`src/rtl/lcd_write_queue_if.sv`:
```
// Core-side write port and 4-bit LCD bus of the LCD write queue.
// The master drives byte writes; the slave returns status and LCD pins.
interface lcd_write_queue_if;
  logic       iWrite;
  logic [7:0] iData;
  logic       iIsCommand;
  logic       oFull;
  logic       oBusy;
  logic       oOverflow;
  logic       oLCD_E;
  logic       oLCD_RS;
  logic       oLCD_RW;
  logic [3:0] oLCD_Data;

  modport master (
    output iWrite, iData, iIsCommand,
    input  oFull, oBusy, oOverflow,
    input  oLCD_E, oLCD_RS, oLCD_RW, oLCD_Data
  );

  modport slave (
    input  iWrite, iData, iIsCommand,
    output oFull, oBusy, oOverflow,
    output oLCD_E, oLCD_RS, oLCD_RW, oLCD_Data
  );
endinterface

```
`src/rtl/lcd_write_queue.sv`:
```
// Byte FIFO feeding a nibble serialiser for a 4-bit HD44780-style LCD.
// Each byte goes out as high then low nibble with fixed setup/pulse/wait timing.
module lcd_write_queue #(
  parameter int DEPTH     = 4,
  parameter int SETUP_CYC = 2,
  parameter int EN_CYC    = 12,
  parameter int WAIT_CYC  = 2000
) (
  input  logic Clock,
  input  logic Reset,
  lcd_write_queue_if.slave bus
);

  typedef enum logic [2:0] {
    IDLE, SETUP_HI, PULSE_HI, HOLD_HI,
    SETUP_LO, PULSE_LO, WAIT
  } state_t;

  localparam int AW = (DEPTH > 1) ? $clog2(DEPTH) : 1;
  localparam int M1 = (EN_CYC > SETUP_CYC) ? EN_CYC : SETUP_CYC;
  localparam int MAXC = (WAIT_CYC > M1) ? WAIT_CYC : M1;
  localparam int TW = $clog2(MAXC + 1);
  localparam logic [AW:0] FULL_CNT = (AW+1)'(DEPTH);

  logic [8:0]    mem [DEPTH];
  logic [AW-1:0] wptr, rptr;
  logic [AW:0]   count;
  logic          overflow;
  logic          full, empty, push, pop;

  state_t        state, state_n;
  logic [TW-1:0] timer, dur;
  logic [8:0]    shadow, shadow_n;
  logic          lcd_e, lcd_rs;
  logic [3:0]    lcd_data;
  logic          e_n, rs_n;
  logic [3:0]    data_n;

  assign full  = (count == FULL_CNT);
  assign empty = (count == '0);
  assign push  = bus.iWrite && !full;
  assign pop   = (state == IDLE) && !empty;

  always_ff @(posedge Clock or negedge Reset) begin
    if (!Reset) begin
      wptr     <= '0;
      rptr     <= '0;
      count    <= '0;
      overflow <= 1'b0;
      for (int i = 0; i < DEPTH; i++) mem[i] <= '0;
    end else begin
      if (push) begin
        mem[wptr] <= {~bus.iIsCommand, bus.iData};
        wptr      <= wptr + AW'(1);
      end
      if (pop) rptr <= rptr + AW'(1);
      if (bus.iWrite && full) overflow <= 1'b1;
      case ({push, pop})
        2'b10:   count <= count + (AW+1)'(1);
        2'b01:   count <= count - (AW+1)'(1);
        default: count <= count;
      endcase
    end
  end

  always_ff @(posedge Clock or negedge Reset) begin
    if (!Reset) begin
      state    <= IDLE;
      timer    <= '0;
      shadow   <= '0;
      lcd_e    <= 1'b0;
      lcd_rs   <= 1'b0;
      lcd_data <= '0;
    end else begin
      state    <= state_n;
      shadow   <= shadow_n;
      lcd_e    <= e_n;
      lcd_rs   <= rs_n;
      lcd_data <= data_n;
      if (state_n != state || state == IDLE) timer <= '0;
      else timer <= timer + TW'(1);
    end
  end

  always_comb begin
    state_n  = state;
    shadow_n = shadow;
    dur      = TW'(1);
    case (state)
      SETUP_HI, HOLD_HI, SETUP_LO: dur = TW'(SETUP_CYC);
      PULSE_HI, PULSE_LO:          dur = TW'(EN_CYC);
      WAIT:                        dur = TW'(WAIT_CYC);
      default:                     dur = TW'(1);
    endcase
    if (state == IDLE) begin
      if (pop) begin
        state_n  = SETUP_HI;
        shadow_n = mem[rptr];
      end
    end else if (timer == dur - TW'(1)) begin
      case (state)
        SETUP_HI: state_n = PULSE_HI;
        PULSE_HI: state_n = HOLD_HI;
        HOLD_HI:  state_n = SETUP_LO;
        SETUP_LO: state_n = PULSE_LO;
        PULSE_LO: state_n = WAIT;
        default:  state_n = IDLE;
      endcase
    end
  end

  // Decode from the next state so the pins register in step with the FSM.
  always_comb begin
    e_n    = 1'b0;
    rs_n   = 1'b0;
    data_n = '0;
    case (state_n)
      SETUP_HI, PULSE_HI, HOLD_HI: begin
        rs_n   = shadow_n[8];
        data_n = shadow_n[7:4];
        e_n    = (state_n == PULSE_HI);
      end
      SETUP_LO, PULSE_LO, WAIT: begin
        rs_n   = shadow_n[8];
        data_n = shadow_n[3:0];
        e_n    = (state_n == PULSE_LO);
      end
      default: begin
        e_n    = 1'b0;
        rs_n   = 1'b0;
        data_n = '0;
      end
    endcase
  end

  assign bus.oFull     = full;
  assign bus.oBusy     = !empty || (state != IDLE);
  assign bus.oOverflow = overflow;
  assign bus.oLCD_E    = lcd_e;
  assign bus.oLCD_RS   = lcd_rs;
  assign bus.oLCD_RW   = 1'b0;
  assign bus.oLCD_Data = lcd_data;

endmodule

```
`src/flat_wrapper.sv`:
```
// flat-port wrapper written by rule: the top's interface ports become plain ports
module lcd_write_queue_flat 
#(
  parameter int DEPTH     = 4,
  parameter int SETUP_CYC = 2,
  parameter int EN_CYC    = 12,
  parameter int WAIT_CYC  = 2000
)
  (Clock, Reset, bus_iWrite, bus_iData, bus_iIsCommand, bus_oFull, bus_oBusy, bus_oOverflow, bus_oLCD_E, bus_oLCD_RS, bus_oLCD_RW, bus_oLCD_Data);
  lcd_write_queue_if bus_i ();
  input  logic Clock;
  input  logic Reset;
  input wire logic [$bits(bus_i.iWrite)-1:0] bus_iWrite;
  input wire logic [$bits(bus_i.iData)-1:0] bus_iData;
  input wire logic [$bits(bus_i.iIsCommand)-1:0] bus_iIsCommand;
  output wire logic [$bits(bus_i.oFull)-1:0] bus_oFull;
  output wire logic [$bits(bus_i.oBusy)-1:0] bus_oBusy;
  output wire logic [$bits(bus_i.oOverflow)-1:0] bus_oOverflow;
  output wire logic [$bits(bus_i.oLCD_E)-1:0] bus_oLCD_E;
  output wire logic [$bits(bus_i.oLCD_RS)-1:0] bus_oLCD_RS;
  output wire logic [$bits(bus_i.oLCD_RW)-1:0] bus_oLCD_RW;
  output wire logic [$bits(bus_i.oLCD_Data)-1:0] bus_oLCD_Data;
  assign bus_i.iWrite = bus_iWrite;
  assign bus_i.iData = bus_iData;
  assign bus_i.iIsCommand = bus_iIsCommand;
  assign bus_oFull = bus_i.oFull;
  assign bus_oBusy = bus_i.oBusy;
  assign bus_oOverflow = bus_i.oOverflow;
  assign bus_oLCD_E = bus_i.oLCD_E;
  assign bus_oLCD_RS = bus_i.oLCD_RS;
  assign bus_oLCD_RW = bus_i.oLCD_RW;
  assign bus_oLCD_Data = bus_i.oLCD_Data;
  lcd_write_queue #(.DEPTH(DEPTH), .SETUP_CYC(SETUP_CYC), .EN_CYC(EN_CYC), .WAIT_CYC(WAIT_CYC)) u_core (.Clock(Clock), .Reset(Reset), .bus(bus_i));
endmodule
```
`config.mk`:
```
export PLATFORM = sky130hd
export DESIGN_NAME = lcd_write_queue_flat
export DESIGN_NICKNAME = d
export VERILOG_FILES = /design/src/rtl/lcd_write_queue_if.sv /design/src/rtl/lcd_write_queue.sv /design/src/flat_wrapper.sv
export SDC_FILE = /design/constraint.sdc
export NUM_CORES = 1
export LEC_CHECK = 0
export CAP_MARGIN = 0
export CORE_ASPECT_RATIO = 0.8
export CORE_MARGIN = 5
export CORE_UTILIZATION = 55
export CTS_CLUSTER_DIAMETER = 150
export DETAILED_ROUTE_END_ITERATION = 12
export PLACE_DENSITY = 0.75
export RECOVER_POWER = 25
export SETUP_SLACK_MARGIN = 0.4
export SLEW_MARGIN = 40
export SYNTH_ARGS = -nofsm -noshare
export SYNTH_HDL_FRONTEND = slang
export SYNTH_SLANG_ARGS = --single-unit
```
`constraint.sdc`:
```
create_clock -name Clock -period 3.5 [get_ports Clock]
set_input_delay 0.7 -clock Clock [delete_from_list [all_inputs] [get_ports Clock]]
set_output_delay 0.7 -clock Clock [all_outputs]
set_load 0.02 [all_outputs]
```
== Word-level counts from Yosys, hierarchy flattened ==
Cells that the tools add are included.
Operators by class
  add/sub/neg operators: 6
  $lt $le $gt $ge: 3
  equality and inequality tests: 17
  muxes and demuxes: 18
  bitwise operators: 3
  reduce and logical (&&, ||, !) cells: 17
Operator list (count)
  $mux W9: 5
  $bwmux W36: 1
  $pmux W11 S3: 1
  $eq A3 B3 Y1 const B: 7
  $bmux W9 S2: 1
  $demux W9 S2: 1
  $pmux W3 S5: 1
  $eq A3 B2 Y1 const B: 4
  $add A11 B1 Y11 const B: 1
  $eq A11 B11 Y1: 1
  $mux W11: 1
  $sub A11 B1 Y11 const B: 1
  $mux W3: 3
  $reduce_or A3 Y1: 3
  $pmux W4 S2: 1
  $eq A3 B1 Y1 const B: 2
  $ge A3 B3 Y1 const B: 2
  $logic_not A3 Y1: 2
  $not A2 Y3: 2
  $pmux W3 S2: 1
  $reduce_or A6 Y1: 1
  $add A2 B1 Y2 const B: 2
  $logic_and A1 B1 Y1: 4
  $add A3 B1 Y3 const B: 1
  13 further kinds: 15
Word-level totals
  flip-flop bits (word level): 73
  input port bits: 12
  output and inout bits: 10
  word-level logic and storage cells: 78

== Logic depth before layout (Yosys ltp) ==
Gate-level depths: netlist of run 1.
  depth in word-level cells: 10
  mapped depth: 12
  depth with buffers taken out: 10

== Worst setup path before layout of run 1 ==
No wires, ideal clock.
  path type: flip-flop to flip-flop
  from: register u_core.state[1]
  to: register u_core.lcd_rs (netlist: u_core.bus.oLCD_RS)
  arrival: 2689 ps
  setup slack: 690 ps
  stages on the path, launching flop included: 12
  buffers on the path: 1
  clock period less this slack: 2810 ps
  cell sequence: dfrtp_1 > buf_6 > nand3b_1 > a21boi_0 > ha_1 > xnor2_1 > nor4_1 > o21ai_1 > a2111oi_2 > mux2_2 > or2_1 > o211a_1
Between the ends
  word-level cells in the longest chain between the ends: 10
  elaborated cells between the ends (all ways): 27
  classes of those cells: add/sub (1); eq/ne (13); mux (8); reduce/logical (5)
RTL lines
  start, declared: RTL line lcd_write_queue.sv:31  | state_t state, state_n;
  start signal, assigned: RTL line lcd_write_queue.sv:75  | state <= state_n;
  $eq A3 B1 Y1 (tied with other cells): RTL line lcd_write_queue.sv:89, lcd_write_queue.sv:101
  $reduce_or A3 Y1 / $reduce_or A2 Y1 (equally long branches): RTL line lcd_write_queue.sv:89  | case (state)
  $pmux W11 S3: RTL line lcd_write_queue.sv:89
  $sub A11 B1 Y11: RTL line lcd_write_queue.sv:100  | end else if (timer == dur - TW'(1)) begin
  $eq A11 B11 Y1: RTL line lcd_write_queue.sv:100
  $mux W3: RTL line lcd_write_queue.sv:100
  $mux W3: RTL line lcd_write_queue.sv:95  | if (state == IDLE) begin
  $eq A3 B1 Y1 (tied with other cells): RTL line lcd_write_queue.sv:117  | case (state_n)
  $reduce_or A6 Y1 (no line)
  $mux W1 *: RTL line lcd_write_queue.sv:117
  via u_core.rs_n: RTL line lcd_write_queue.sv:36  | logic e_n, rs_n;
  end signal, assigned: RTL line lcd_write_queue.sv:78  | lcd_rs <= rs_n;
  end, declared: RTL line lcd_write_queue.sv:34  | logic lcd_e, lcd_rs;
Mark *: on every way through the listed nets, which the timed path passes. The rest lies on a longest branch.
A chain may end at the register's enable or synchronous reset.

== Final worst setup path of run 1 ==
  from: register u_core.state[2]
  to: register u_core.lcd_rs (netlist: u_core.bus.oLCD_RS)
The elaborated chain is that of the path after synthesis.

==> results of run 1 <==
==> registers in the layout, indices dropped and copies added, names as in the netlist <==
| signal | count |
|---|---|
| u_core.bus.oLCD_E | 1 |
| u_core.bus.oOverflow | 1 |
| u_core.shadow | 9 |
| u_core.timer | 11 |
| u_core.rptr | 2 |
| u_core.count | 3 |
| u_core.state | 3 |
| u_core.mem | 36 |
| u_core.bus.oLCD_Data | 4 |
| u_core.bus.oLCD_RS | 1 |
| u_core.wptr | 2 |
==> layer usage <==
metal,vias to the layer above,part of all wire,wire [um],track usage
li1,1023,-,-,-
met5,-,0,0,0
met3,8,0.034,218,0.0541
met2,30,0.45,2850,0.274
met1,1048,0.50,3200,0.258
met4,0,0.012,75,0.0559
==> metrics by stage <==
stage          hold slack [ps]   util
2_1_floorplan              404      -
3_3_place_gp               440  0.599
3_5_place_dp               448  0.599
4_1_cts                    222  0.630
5_1_grt                    419  0.631
6_report                   360  0.631
==> cells by family (layout without fill, tap and decap cells) <==
kind of cell               after synthesis  after routing
other                                    1              1
and+or+nand+nor                         68             68
muxes                                   55             55
DFF                                     73             73
xor gates and xnor gates                18             18
buffers and inverters                   24             52
adders and majority gates                8              8
AOI/OAI and AO/OA                       32             32
==> Yosys cell counts (all sizes together) (3+ instances only) <==
cell / number / share of area
xnor2: 9 / 0.023
mux2i: 4 / 0.013
xor2: 9 / 0.023
o22ai: 4 / 0.0072
inv: 12 / 0.013
mux2: 42 / 0.14
dfrtp: 73 / 0.52
buf: 8 / 0.016
a21oi: 4 / 0.0068
nand2b: 3 / 0.0054
mux4: 9 / 0.058
nand3: 7 / 0.010
ha: 7 / 0.025
nand2: 23 / 0.025
o21ai: 11 / 0.017
nor2: 21 / 0.023
clkbuf: 4 / 0.0043
nand3b: 3 / 0.0064
==> area by class of cell <==
type,count,area [um^2],area share
Clock buffer,10,138,0.0348
Sequential cell,73,1830,0.462
Timing Repair Buffer,25,228,0.0575
Tap cell,84,105,0.0265
Multi-Input combinational cell,182,1560,0.394
Clock inverter,5,56.3,0.0142
Inverter,12,45.0,0.0114
==> what timing repair did <==
item	4_1_cts	5_1_grt
resized for setup	0	3
setup endpoints to repair	0	7
hold buffers	0	0
==> power by group through the flow <==
| stage | Clock (mW) | Sequential (mW) | Combinational [mW] |
|---|---|---|---|
| after global routing | 0.697 | 1.59 | 1.96 |
| after global placement | 0 | 1.52 | 1.70 |
| after CTS | 0.663 | 1.53 | 1.76 |
| final | 0.649 | 1.53 | 1.75 |
| after floorplan | 0 | 1.43 | 1.44 |
| after detailed placement | 0 | 1.54 | 1.74 |
==> final timing paths <==
check | startpoint | end | slack [ps] | cells past startpoint
min reg2reg | u_core.bus.oOverflow$_DFFE_PN0P_ | u_core.bus.oOverflow$_DFFE_PN0P_ | 460 | 1
max reg2reg | u_core.state[2]$_DFF_PN0_ | u_core.bus.oLCD_RS$_DFF_PN0_ | 590 | 10
max in group asynchronous | Reset | u_core.timer[4]$_DFF_PN0_ | 1530 | 2
max | u_core.state[2]$_DFF_PN0_ | u_core.bus.oLCD_RS$_DFF_PN0_ | 590 | 10
min in group Clock | u_core.bus.oOverflow$_DFFE_PN0P_ | u_core.bus.oOverflow$_DFFE_PN0P_ | 460 | 1
min | Reset | u_core.rptr[0]$_DFFE_PN0P_ | 360 | 1
==> critical path: stages (launching register included) <==
cell and delay (ps):
dfrtp_1 500, nand3b_1 150, a21boi_0 150, ha_1 210, xnor2_1 200, and4b_1 250
o21ai_1 90, a2111oi_2 310, mux2_2 480, or2_1 250, o211a_1 210
==> reports/results.ini, run 1 <==
[synth]
synth_edf_count = 0
ys_ff_latch = 73
netlist_area_um2 = 3490
synth_warnings = 0
synth_fa_ha_area_frac = 0.0308
syn_nets = 299
synth-compound-area-share = 0.0684
synthCells = 279
ys_seq_area_frac = 0.523
synthFlopType = dfrtp_1
synthMuxAreaShare = 0.206
syn-mean-instance-area_um2 = 12.5
synth_xor_area_frac = 0.0451
async_flop_share = 1.00
synth.distinct_cells = 50
yosys.area_share.simple = 0.0920
synth_top_family_by_area = multiplexers

[sta]
clock.fmax_mhz = 344
skew_ps = 9.78
fin_setup_tns_ps = 0
setup_viol = 0
setup_slack_ps = 591
maxSlewViolCount = 0
slew_headroom = 0.147
tightest_slew_ps = 1280
min_period_ps = 2910
hold_viol_final = 0
period_share = 0.831
rsz0062_at_grt = true

[critical_path]
critical_path_class = reg -> reg
critical_path_required_ps = 3740
cp_max_fo = 12
arrival_ps = 3150
cp-start-kind = flip-flop
end_kind = flip-flop

[clock_tree]
htree_levels = 3
path_clk_slew_ps = 80
clk_path_buf_depth = 2
clkLatencyLatePin_ps = 340
cts-root-buf = clkbuf_8
post_cts_buffers = 0
clock_sinks = 73
cts_tree = done
cts_buffers = 9

[power_and_ir_drop]
cellPowerDensity_nw_per_um2 = 991
comb_power_share = 0.445
p_switching_mw = 1.44
cell_internal_pwr_mw = 2.48
pwr-share-seq = 0.390
clockPowerShare = 0.165
netSwitchingFraction = 0.367
power_mw = 3.92
ir_drop_v = 0.000501
p_leak_nw = 1.69

[floorplanning]
die_w_um = 99.1
ios = 22
fp.dieH_um = 81.3
dieArea_um2 = 8060
core_um2 = 6280
start_util = 0.556
num_rows = 26

[finish]
diodes = 0
layout_commonest_cell = dfrtp_1
fin_area_um2 = 3960
layout-drive-gt1-share = 0.264
nets = 323
final_cells = 391
final_cell_mix = 72 x dfrtp_1, 42 x mux2_2, 23 x nand2_1
fillers = 479
area_growth_pct = 13.4

[placed_design]
placed_area_um2 = 3760
pre_cts_ws_ps = 460
port-buffer-count = 20
detailedPlacementHpwl_um = 4430
post-place-cells = 376
gp_congestion = 0.796

[global_route]
grt_max_degree = 39
antenna_found_initial = 0
grt_usage = 0.183
overflow = 0
grt_pass1_wl_um = 11400
grt_pass1_vias = 2250

[route]
avgViaCountPerCell = 5.39
vias = 2109
drt_iter0_markers = 77
ant_nets = 0
wl_um = 6340
dr.pass1.iters = 4
drc = 0
wl_per_cell_um = 16.2

[status]
status = complete, no violations

[hold_path]
hp-class = in -> async

[job]
drv_cap = 0

Power figures use the tool's default switching activity.
==> run 2, diff against run 1 <==
==> constraint.sdc (replaced) <==
create_clock -name Clock -period 3 [get_ports Clock]
set_input_delay 0.6 -clock Clock [delete_from_list [all_inputs] [get_ports Clock]]
set_output_delay 0.6 -clock Clock [all_outputs]
set_load 0.02 [all_outputs]
==> run 2 against run 1 <==
The run now ends with capacitance limit, slew limit left. Core utilization increased by 2.0 points. Hold slack improved by 110 ps. Total power increased by 23%. Worst setup slack got worse by 290 ps. Sequential power increased by 16%. Global-route usage decreased by 0.42 points. Die area unchanged. Flip-flop and latch count unchanged. Cell count increased by 2.0%. Critical path depth increased by 1. Largest power group unchanged.
==> reports/results.ini, run 2 (synthesized netlist as in run 1, its figures left out) <==
[global_route]
grt_pass1_wl_um = 11100  ; -2.2%
antenna_found_initial = 0  ; unchanged
grt_max_degree = 47  ; +21%
overflow = 0  ; unchanged
grt_usage = 0.178  ; -0.00416
grt_pass1_vias = 2293  ; +1.9%

[clock_tree]
cts-root-buf = clkbuf_8
cts_tree = done
path_clk_slew_ps = 80  ; about the same
clkLatencyLatePin_ps = 350  ; about the same
cts_hold_buffers = 0  ; unchanged
htree_levels = 3  ; unchanged
cts_buffers = 9  ; unchanged
clk_path_buf_depth = 2  ; unchanged
clock_sinks = 73  ; unchanged

[placed_design]
post-place-cells = 378  ; +0.53%
gp_congestion = 0.793  ; -0.43%
port-buffer-count = 20  ; unchanged
detailedPlacementHpwl_um = 4440  ; +0.33%

[critical_path]
rrSetupSlack_ps = 300  ; -290 ps
critical_path_class = reg -> reg
path_delay_family = compound AO/OA/AOI/OAI gates
cpMaxStageDelayCell = dfrtp_1
max_stage_delay_ps = 380  ; -120 ps
cp-start-kind = flip-flop
r2r-start = u_core.state[1]$_DFF_PN0_
cp_max_fo = 7  ; -5
path_cells = nand3b_1 -> a21boi_2 -> ha_2 -> xnor2_2 -> and4b_1 -> o2111ai_1 -> a21oi_2 -> mux2i_4 -> buf_4 -> o21ai_0 -> o22ai_1
reg2reg_to = u_core.bus.oLCD_Data[2]$_DFF_PN0_
rr_worst_depth = 11  ; +1
critical_path_required_ps = 3260  ; -480 ps
arrival_ps = 2960  ; -190 ps
cp.buffers_inverters = 1  ; +1
end_kind = flip-flop
startpoint = u_core.state[1]$_DFF_PN0_

[power_and_ir_drop]
cellPowerDensity_nw_per_um2 = 1180  ; +20%
pwr-share-seq = 0.365  ; -0.025
clockPowerShare = 0.161  ; -0.004
netSwitchingFraction = 0.375  ; +0.00838
p_leak_nw = 1.74  ; +2.9%
power_mw = 4.84  ; +23%
cell_internal_pwr_mw = 3.02  ; +22%
comb_power_share = 0.473  ; +0.028
p_switching_mw = 1.82  ; +26%
ir_drop_v = 0.000615  ; +23%

[status]
status = finished, violations left
violations = capacitance limit, slew limit

[sta]
clock.fmax_mhz = 370  ; +7.7%
tightest_slew_ps = 1550  ; +268 ps
skew_ps = 11.0  ; +1.22 ps
rsz0062_at_grt = true
fin_setup_tns_ps = 0  ; unchanged
maxSlewViolCount = 28  ; +28
min_period_ps = 2700  ; -207 ps
period_share = 0.901  ; +0.0696
setup_viol = 0  ; unchanged
slew_headroom = -0.0322  ; -0.179
whs_ps = 469  ; +109 ps
hold_viol_final = 0  ; unchanged

[finish]
diodes = 0  ; unchanged
top_regs = u_core.mem x36, u_core.timer x11, u_core.shadow x9
final_cell_mix = 71 x dfrtp_1, 41 x mux2_2, 23 x nand2_1
largest_reg_flops = 36  ; unchanged
nets = 330  ; +2.2%
largest-register = u_core.mem
layout-drive-gt1-share = 0.302  ; +0.0377
area_growth_pct = 16.9
layout_commonest_cell = dfrtp_1
final_cells = 399  ; +2.0%

[hold_path]
hold_depth = 1
hold_end = u_core.bus.oOverflow$_DFFE_PN0P_
hp-class = reg -> reg
min_from = u_core.bus.oOverflow$_DFFE_PN0P_

[job]
drv_cap = 1  ; +1

[route]
drt_iter0_markers = 93  ; +21%
dr.pass1.iters = 4  ; unchanged
avgViaCountPerCell = 5.45  ; +1.0%
wl_per_cell_um = 16.4  ; +1.3%
wl_um = 6550  ; +3.3%
ant_nets = 0  ; unchanged
vias = 2174  ; +3.1%
drc = 0  ; unchanged

[floorplanning]
fp.dieH_um = 81.3  ; unchanged
num_rows = 26  ; unchanged
start_util = 0.556  ; unchanged
die_w_um = 99.1  ; unchanged
ios = 22  ; unchanged
core_um2 = 6280  ; unchanged
dieArea_um2 = 8060  ; unchanged

-- run 2: cell type report --
| cell class | count | area [um^2] |
|---|---|---|
| multi-input combinational | 182 | 1610 |
| sequential | 73 | 1830 |
| timing repair buffer | 32 | 295 |
| fill | 475 | 2190 |
| inverter | 12 | 45.0 |
| clock buffer | 9 | 124 |
| clock inverter | 7 | 77.6 |
| tap | 84 | 105 |
-- run 2: per-layer routing --
metal / vias up / track usage / share of wire
met5: - / 0 / 0
met4: 0 / 0.0600 / 0.013
met3: 8 / 0.0498 / 0.039
met2: 43 / 0.286 / 0.46
met1: 1085 / 0.237 / 0.49
li1: 1038 / - / -
-- run 2: through the flow --
stage	setup slack [ps]	instance area, um^2	util
2_1_floorplan	299	3500	-
3_3_place_gp	244	3790	0.603
3_5_place_dp	195	3790	0.603
4_1_cts	306	4060	0.646
5_1_grt	147	4090	0.651
6_report	298	4090	0.651
-- run 2: worst max-delay path by stage --
| stage | to | slack (ps) | cells after the start |
|---|---|---|---|
| 6_report | u_core.bus.oLCD_Data[2]$_DFF_PN0_ | 300 | 11 |
| 5_1_grt | u_core.bus.oLCD_Data[3]$_DFF_PN0_ | 150 | 11 |
| 2_1_floorplan | u_core.bus.oLCD_RS$_DFF_PN0_ | 300 | 11 |
| 3_5_place_dp | u_core.bus.oLCD_RS$_DFF_PN0_ | 190 | 10 |
| 4_1_cts | u_core.bus.oLCD_RS$_DFF_PN0_ | 310 | 10 |
| 3_3_place_gp | u_core.bus.oLCD_RS$_DFF_PN0_ | 240 | 10 |
-- run 2: power groups by stage --
stage | sequential (mW) | clock (mW) | combinational, mW
after floorplan | 1.67 | 0 | 1.68
after global placement | 1.76 | 0 | 2.04
after detailed placement | 1.78 | 0 | 2.09
after CTS | 1.77 | 0.797 | 2.21
after global routing | 1.83 | 0.853 | 2.50
final | 1.77 | 0.780 | 2.29
-- run 2: what timing repair did --
action | in CTS | in global routing
gates resized for setup | 10 | 3
buffers inserted | 4 | 1
setup endpoints to repair | 7 | 18
pin swaps | 3 | 1
